## src/rtl/pc_seq_ctrl.sv

```systemverilog
// Fetch-stage next-PC controller: owns the PC, selects seq/branch/jump,
// honours stall and imem handshake, buffers redirects that cannot apply yet.
module pc_seq_ctrl #(
  parameter logic [31:0] RESET_PC = 32'h0000_3000,
  parameter int          CNT_W    = 16
) (
  input  logic             clk,
  input  logic             rst,
  input  logic             stall,
  input  logic             imem_ready,
  input  logic             jump,
  input  logic [31:0]      jump_target,
  input  logic             branch,
  input  logic [31:0]      branch_target,
  output logic [31:0]      pc,
  output logic [31:0]      npc,
  output logic             if_req,
  output logic             if_id_flush,
  output logic [1:0]       pc_sel,
  output logic             redirect_pend,
  output logic             conflict,
  output logic             misalign,
  output logic [CNT_W-1:0] redirect_cnt
);

  typedef enum logic [1:0] {
    BOOT,
    RUN,
    PEND
  } state_t;

  state_t           state;
  logic [31:0]      pend_pc;
  logic             pend_mis;
  logic             advance;
  logic             redir;
  logic [31:0]      tgt;
  logic [31:0]      tgt_al;
  logic             run_redir;
  logic             run_apply;
  logic             pend_apply;
  logic [CNT_W-1:0] cnt_inc;

  assign if_req     = ~rst & (state != BOOT);
  assign advance    = if_req & imem_ready & ~stall;
  assign redir      = jump | branch;
  assign tgt        = jump ? jump_target : branch_target;
  assign tgt_al     = {tgt[31:2], 2'b00};
  assign npc        = pc + 32'd4;

  assign run_redir  = ~rst & (state == RUN) & redir;
  assign run_apply  = run_redir & advance;
  assign pend_apply = (state == PEND) & advance;

  assign if_id_flush   = run_apply | pend_apply;
  assign redirect_pend = ~rst & (state == PEND);
  assign conflict      = run_redir & jump & branch;
  assign misalign      = (run_apply & (tgt[1:0] != 2'b00))
                       | (pend_apply & pend_mis);

  // Counter sticks at all-ones instead of wrapping.
  assign cnt_inc = (redirect_cnt == {CNT_W{1'b1}})
                 ? redirect_cnt
                 : redirect_cnt + CNT_W'(1);

  always_comb begin
    pc_sel = 2'b00;
    unique case (1'b1)
      pend_apply:         pc_sel = 2'b11;
      run_apply & jump:   pc_sel = 2'b10;
      run_apply & ~jump:  pc_sel = 2'b01;
      default:            pc_sel = 2'b00;
    endcase
  end

  always_ff @(posedge clk) begin
    if (rst) begin
      pc           <= RESET_PC;
      state        <= BOOT;
      pend_pc      <= '0;
      pend_mis     <= 1'b0;
      redirect_cnt <= '0;
    end else begin
      unique case (state)
        BOOT: state <= RUN;
        RUN: begin
          if (advance) begin
            if (redir) begin
              pc           <= tgt_al;
              redirect_cnt <= cnt_inc;
            end else begin
              pc <= npc;
            end
          end else if (redir) begin
            pend_pc  <= tgt_al;
            pend_mis <= tgt[1:0] != 2'b00;
            state    <= PEND;
          end
        end
        // The stalled ID stage re-presents its redirect; ignore it here.
        PEND: begin
          if (advance) begin
            pc           <= pend_pc;
            redirect_cnt <= cnt_inc;
            state        <= RUN;
          end
        end
        default: state <= BOOT;
      endcase
    end
  end

endmodule

```

## config.mk

```make
export PLATFORM = sky130hd
export DESIGN_NAME = pc_seq_ctrl
export DESIGN_NICKNAME = d
export VERILOG_FILES = /design/src/rtl/pc_seq_ctrl.sv
export SDC_FILE = /design/constraint.sdc
export NUM_CORES = 1
export LEC_CHECK = 0
export CAP_MARGIN = 10
export CORE_MARGIN = 5
export CORE_UTILIZATION = 40
export CTS_CLUSTER_SIZE = 10
export DETAILED_ROUTE_END_ITERATION = 12
export PLACE_DENSITY = 0.7
export SYNTH_ARGS = -nofsm -noshare
export SYNTH_HDL_FRONTEND = slang
export SYNTH_SLANG_ARGS = --single-unit
```

## constraint.sdc

```tcl
create_clock -name clk -period 9.6 [get_ports clk]
set_input_delay 2.88 -clock clk [delete_from_list [all_inputs] [get_ports clk]]
set_output_delay 2.88 -clock clk [all_outputs]
set_load 0.1 [all_outputs]
```

* Yosys cells after proc, flatten, opt, wreduce, memory -nomap -nowiden
Index checks and enable logic that the tools add are counted.
** Word-level totals
- Register bits :: 81
- Input bits :: 70
- Output and inout port bits :: 87
- Logic and storage cells :: 58
** Cells by class
- Add/subtract/negate cells :: 2
- Equal/unequal tests :: 7
- Mux-type cells :: 15
- Bitwise operators :: 21
- Reduce and logical (&&, ||, !) cells :: 8
** Operators with widths (number)
- $mux W32 :: 4
- $mux W16 :: 4
- $pmux W32 S2 :: 1
- $add A32 B3 Y32 const B :: 1
- $pmux W16 S2 :: 1
- $add A16 B1 Y16 const B :: 1
- $eq A16 B16 Y1 const B :: 1
- $and A1 B1 Y1 :: 14
- $pmux W2 S3 :: 2
- $reduce_and A3 Y1 :: 3
- $ne A2 B2 Y1 const B :: 4
- $mux W2 :: 3
- $reduce_bool A2 Y1 :: 3
- $not A1 Y1 :: 4
- $reduce_and A4 Y1 :: 1
- $or A1 B1 Y1 :: 3
- $eq A2 B1 Y1 const B :: 1
- $eq A2 B2 Y1 const B :: 1
- $logic_not A2 Y1 :: 1

* Depth between registers and ports, before layout
Gate-level depths: netlist of the first run.
- Word-level depth :: 7
- Depth in mapped cells :: 8
- Mapped depth without buffers :: 6

* Worst setup path before layout of the first run
OpenSTA, ideal clock, no wires.
- Kind :: input -> output
- Start :: input jump
- End :: output conflict
- Arrival :: 6.053 ns
- Required time :: 6.720 ns
- Setup slack :: 0.667 ns
- Cell stages on the path :: 5
- Path buffers :: 3
- Cell sequence :: buf_2 buf_1 buf_1 nand2_1 nor3b_1
** Between the ends
- Word-level cells in the longest chain between the ends :: 4
** Ends and longest elaborated chain
- from (decl) :: line 11 : input logic jump,
- $or A1 B1 Y1 :: line 46 : assign redir = jump | branch;
- $and A1 B1 Y1 :: line 51 : assign run_redir = ~rst & (state == RUN) & redir;
- $and A1 B1 Y1 * (2 in a row) :: line 57 : assign conflict = run_redir & jump & branch;
- to (decl) :: line 21 : output logic conflict,
Mark *: on every way between the ends. The rest lies on a longest branch, timed or not.

* Final worst setup path of the first run
- Start :: input imem_ready
- End :: output pc_sel[1]
** Between the ends
- Word-level cells in the longest chain between the ends :: 5
- Elaborated cells between the ends (all ways) :: 7
- Those cells by class :: 1 x mux; 6 x bitwise
** Ends and longest elaborated chain
- from (decl) :: line 10 : input logic imem_ready,
- $and A1 B1 Y1 * (2 in a row) :: line 45 : assign advance = if_req & imem_ready & ~stall;
- $and A1 B1 Y1 :: line 52 : assign run_apply = run_redir & advance;
- $and A1 B1 Y1, on equally long branches :: line 71, 70
- $pmux W2 S3 * :: line 68 : unique case (1'b1)
- to (decl) :: line 19 : output logic [1:0] pc_sel,
Marked as above.

==> out/metrics.yaml, run 1 <==
status: "finished, final reports clean"
clockBufferDepth: 2
end_kind: "output pin"
peakVddDrop_mv: 0.103
drv_cap: 0
routabilityCongestion: 0.863
cts-root-buf: "clkbuf_16"
dr_total_vias: 5474
cts_setup_buffers: 0
fin_area_um2: 6920
fp-row-count: 40
slew-limit-headroom: 0.315
crit_start: "imem_ready"
drive_gt1_frac: 0.0660
viasPerCell: 5.91
netlist_instances: 633
hold_end: "pc[2]"
start_util: 0.411
ys_seq_area_frac: 0.318
yosysTopAreaCell: "dfxtp_1"
die_h_um: 122
critPathKind: "in -> out"
ctsResizeCount: 0
hold_start: "pend_pc[2]"
synth.distinct_cells: 70
finClkSkew_ns: 0.00541
setup_tns_ns: 0
grt_pass1_wl_mm: 27.1
cts_tree: "yes"
drt_iter0_drc: 481
synthesis.area_um2: 4980
io_buffer_count: 152
finalHoldViolations: 0
ys.flop_type: "dfxtp_1"
slew_viol_final: 0
final_util: 0.571
avgSynthCellArea_um2: 7.86
synth-seq-cells: 79
ys.warnings.count: 0
rsz0062_at_grt: "false"
worstMarginPinSlew_ns: 1.02
p_leak_nw: 2.40
critical_path.startpoint_type: "input pin"
whs_ns: 0.484
reg2regPathDepth: 5
max_freq_ghz: 0.121
grt_max_degree: 61
hpwl_mm: 12.4
ctsHoldBuffers: 0
cp.arrival_ns: 5.37
antenna_found_initial: 0
ant_nets: 0
clock-sinks: 79
htreeDepth: 3
cp.required_ns: 6.72
drc: 0
synth_top_area_frac: 0.318
drt_pass1_iterations: 5
clk_pin_slew_ns: 0.06
worst_hold_path_type: "reg -> reg"
fin_crit_ns: 8.25
hold_depth: 2
n_fill_cell: 1100
setup_viol: 0
area.growth.synth_to_final_pct: 38.9
core_um2: 12100
finalWirelength_mm: 17.2
p_per_area_nw_per_um2: 147
insertion_delay_ns: 0.33
synth_edf_count: 0
worst-r2r-setup-slack_ns: 7.09
async_flop_share: 0
io_pins: 157
cts_buffers: 9
worstReg2RegEnd: "pc[22]"
dieWidth_um: 122
final_nets: 827
grt_overflow: 0
dpl_cell_area_um2: 6570
fin_crit_sh: 0.860
dieArea_um2: 14800
antenna_cells: 0
path_max_fanout: 9
grt_pass1_vias: 5366
ys_top_cells_by_area: "dfxtp_1 32%, mux2i_1 6.6%, nor2_1 5.4%"
grtUsageTotal: 0.226
reg2reg_from: "pc[8]"
routedWlPerCell_um: 18.6
power_mw: 1.02
-- registers in the layout, summed over array words and instances, names as in the netlist --
signal	cells
pc	30
pend_mis	1
pend_pc	30
redirect_cnt	16
state	2
-- routing by layer --
metal / share of wire / vias to the layer above / GRT usage / wire length (um)
met1: 0.42 / 2590 / 0.283 / 7250
met5: 0 / - / 0 / 0
met4: 0.026 / 0 / 0.0749 / 456
li1: - / 2626 / - / -
met2: 0.48 / 227 / 0.384 / 8240
met3: 0.073 / 31 / 0.0520 / 1260
-- worst max-delay path by stage --
stage               depth (start not counted)        end  slack [ns]
floorplan                                   5   conflict        0.67
global placement                            4  pc_sel[1]        1.34
detailed placement                          4  pc_sel[1]        1.37
CTS                                         4  pc_sel[1]        1.34
global route                                4  pc_sel[1]        1.26
finish                                      4  pc_sel[1]        1.35
-- cell usage in the layout, fill, tap and decap left out, types with 11 or more instances in the layout --
cell type,synthesis,layout
a211oi_1,31,31
a21oi_1,31,30
a221oi_1,13,13
buf_4,4,13
clkdlybuf4s50_1,0,147
dfxtp_1,79,79
inv_1,11,11
mux2i_1,33,33
nand2_1,52,52
nand3_1,24,24
nand4_1,13,13
nor2_1,71,70
nor3_1,16,16
nor4_1,11,11
o21ai_0,32,32
xnor2_1,17,17
xor2_1,11,11
-- stage by stage --
stage | instances | setup slack (ns)
floorplan | 636 | 0.667
global placement | 912 | 1.34
detailed placement | 912 | 1.37
CTS | 926 | 1.34
global route | 926 | 1.26
finish | 926 | 1.35
-- synthesized netlist by cell type (9+ instances only) --
master and n:
a211oi_1 31, a21oi_1 31, a221oi_1 13, clkbuf_1 40, dfxtp_1 79, inv_1 11, mux2i_1 33, nand2_1 52
nand3_1 24, nand4_1 13, nor2_1 71, nor3_1 16, nor4_1 11, o211ai_1 9, o21ai_0 32, xnor2_1 17
xor2_1 11
-- power breakdown --
| part | leakage [nW] | switching, mW | internal, mW |
|---|---|---|---|
| clock network | 0.169 | 0.133 | 0.278 |
| logic | 1.59 | 0.162 | 0.0802 |
| registers | 0.644 | 0.0168 | 0.347 |
| total | 2.40 | 0.312 | 0.704 |
-- cells by family after synthesis --
kind of cell,count (synthesis),share of synthesized area
AOI/OAI and AO/OA,183,0.258
xor gates and xnor gates,28,0.0493
adders and majority gates,2,0.00503
buffers and inverters,66,0.0550
DFF,79,0.318
muxes,34,0.0686
other,1,0.000753
and+or+nand+nor,240,0.246
-- worst max-delay path, cell delays in order --
cell and delay (ns):
clkdlybuf4s50_1 0.49, or3b_2 0.60, a21oi_1 0.22, clkdlybuf4s50_1 1.17
-- cell type report --
| type | instances | area, um^2 | area share |
|---|---|---|---|
| Multi-Input combinational cell | 491 | 3150 | 0.456 |
| Sequential cell | 79 | 1580 | 0.229 |
| Timing Repair Buffer | 162 | 1580 | 0.228 |
| Clock buffer | 10 | 229 | 0.0331 |
| Tap cell | 168 | 210 | 0.0304 |
| Clock inverter | 4 | 120 | 0.0174 |
| Inverter | 12 | 45.0 | 0.00651 |
(Power assumes the default switching activity.)
==> run 2: changes to the inputs <==
- CORE_MARGIN: 5 -> 8
==> run 2 against run 1 <==
Net effect:
- total power shrank 0.63%
- critical endpoint unchanged
- fmax shrank 0.23%
- non-clock buffer count is the same
- count of clock-buffer cells in the layout is the same
- die area grew 10%
- first-iteration DRC count grew 14%
- flip-flop and latch count is the same
- core utilization grew 0.22 points
- combinational power is essentially flat
- clock power shrank 2%
==> out/metrics.yaml, run 2 (synthesis results as in run 1) <==
grtUsageMet3: 0.0574
setup_tns_ns: 0
cp.arrival_ns: 5.39
setup_viol: 0
worstPathCellList: "clkdlybuf4s50_1, or3b_2, a21oi_1, clkdlybuf4s50_1"
p_leak_nw: 2.40
dpl_cell_area_um2: 6570
fin_crit_ns: 8.27
cts_setup_buffers: 0
viasPerCell: 5.99
final_common_cell: "clkdlybuf4s50_1"
routedWlPerCell_um: 19.5
clock-sinks: 79
insertion_delay_ns: 0.34
cp_slowest_cell: "clkdlybuf4s50_1"
path_max_fanout: 9
hpwl_mm: 13.0
drv_cap: 0
finalWirelength_mm: 18.1
drt_pass1_iterations: 5
fin_area_um2: 6910
critPathKind: "in -> out"
status: "finished, final reports clean"
drt_iter0_drc: 547
setup_ws_ns: 1.33
antenna_cells: 0
p_per_area_nw_per_um2: 146
grt_overflow: 0
dieWidth_um: 128
slew_viol_final: 0
worstMarginPinSlew_ns: 1.05
finClkSkew_ns: 0.00501
dr_total_vias: 5557
end_kind: "output pin"
crit_top_cell: "clkdlybuf4s50_1"
antenna_found_initial: 0
io_buffer_count: 152
drive_gt1_frac: 0.0697
cp.required_ns: 6.72
use_met1: 0.264
ctsHoldBuffers: 0
finalHoldViolations: 0
core_um2: 12100
grt_pass1_vias: 5423
grt_max_degree: 61
rsz0062_at_grt: "false"
clk_pin_slew_ns: 0.06
ctsResizeCount: 0
max_freq_ghz: 0.121
grt_pass1_wl_mm: 28.8
critPathMaxStageDelay_ns: 1.18
clockBufferDepth: 2
power_mw: 1.01
cts-root-buf: "clkbuf_16"
cts_tree: "yes"
cts_buffers: 9
peakVddDrop_mv: 0.0767
use_met2: 0.370
dp_slack_ns: 1.36
final_nets: 827
whs_ns: 0.484
drc: 0
area.growth.synth_to_final_pct: 38.9
ant_nets: 0
routabilityCongestion: 0.864
worst-r2r-setup-slack_ns: 7.08
fin_crit_sh: 0.862
io_pins: 157
final_cell_mix: "147 x clkdlybuf4s50_1, 79 x dfxtp_1, 70 x nor2_1"
critical_path.startpoint_type: "input pin"
start_util: 0.413
fp-row-count: 40
die_h_um: 128
grtUsageTotal: 0.218
busiest_layer: "met2"
htreeDepth: 3
dieArea_um2: 16300
worst_hold_path_type: "reg -> reg"
reg_top3: "pc: 30 flops, pend_pc: 30 flops, redirect_cnt: 16 flops"
n_fill_cell: 1112
slew-limit-headroom: 0.296
==> run 2: cell count changes in the layout (fill, tap and decap cells not counted), sizes merged <==
cell | previous run | this run
bufinv | 4 | 3
clkinv | 1 | 3
clkinvlp | 0 | 1
==> run 2: power breakdown <==
part	leakage, nW	internal, mW	switching (mW)
logic	1.59	0.0802	0.162
clock network	0.168	0.260	0.143
registers	0.644	0.347	0.0171
total	2.40	0.687	0.323
==> run 2: worst paths after layout <==
path / from / end / depth (start not counted)
hold / removal: pend_pc[3] / pc[3] / 2
hold reg to reg: pend_pc[3] / pc[3] / 2
setup reg to reg: pc[8] / pc[22] / 5
setup / recovery: imem_ready / pc_sel[1] / 4
==> run 2: final cells by class <==
class,count,area [um^2],area share
Clock inverter,6,108,0.0156
Inverter,12,45.0,0.00651
Multi-Input combinational cell,491,3150,0.456
Sequential cell,79,1580,0.229
Clock buffer,10,239,0.0346
Timing Repair Buffer,162,1580,0.228
Tap cell,168,210,0.0304
==> run 2: worst max-delay path: cells and delay by family <==
family,cells,cell delay [ns]
buffers and inverters,2,1.68
AO/OA/AOI/OAI,1,0.23
AND/OR/NAND/NOR,1,0.61
==> run 2: metrics by stage <==
step,util,std cells
2_1_floorplan,-,636
3_3_place_gp,0.545,912
3_5_place_dp,0.545,912
4_1_cts,0.573,928
5_1_grt,0.573,928
6_report,0.573,928
==> run 2: per-layer routing <==
| metal | routed length (um) | share of wire | vias to the layer above |
|---|---|---|---|
| li1 | - | - | 2643 |
| met1 | 7610 | 0.42 | 2680 |
| met2 | 8750 | 0.48 | 214 |
| met3 | 1450 | 0.080 | 20 |
| met4 | 281 | 0.016 | 0 |
| met5 | 0 | 0 | - |
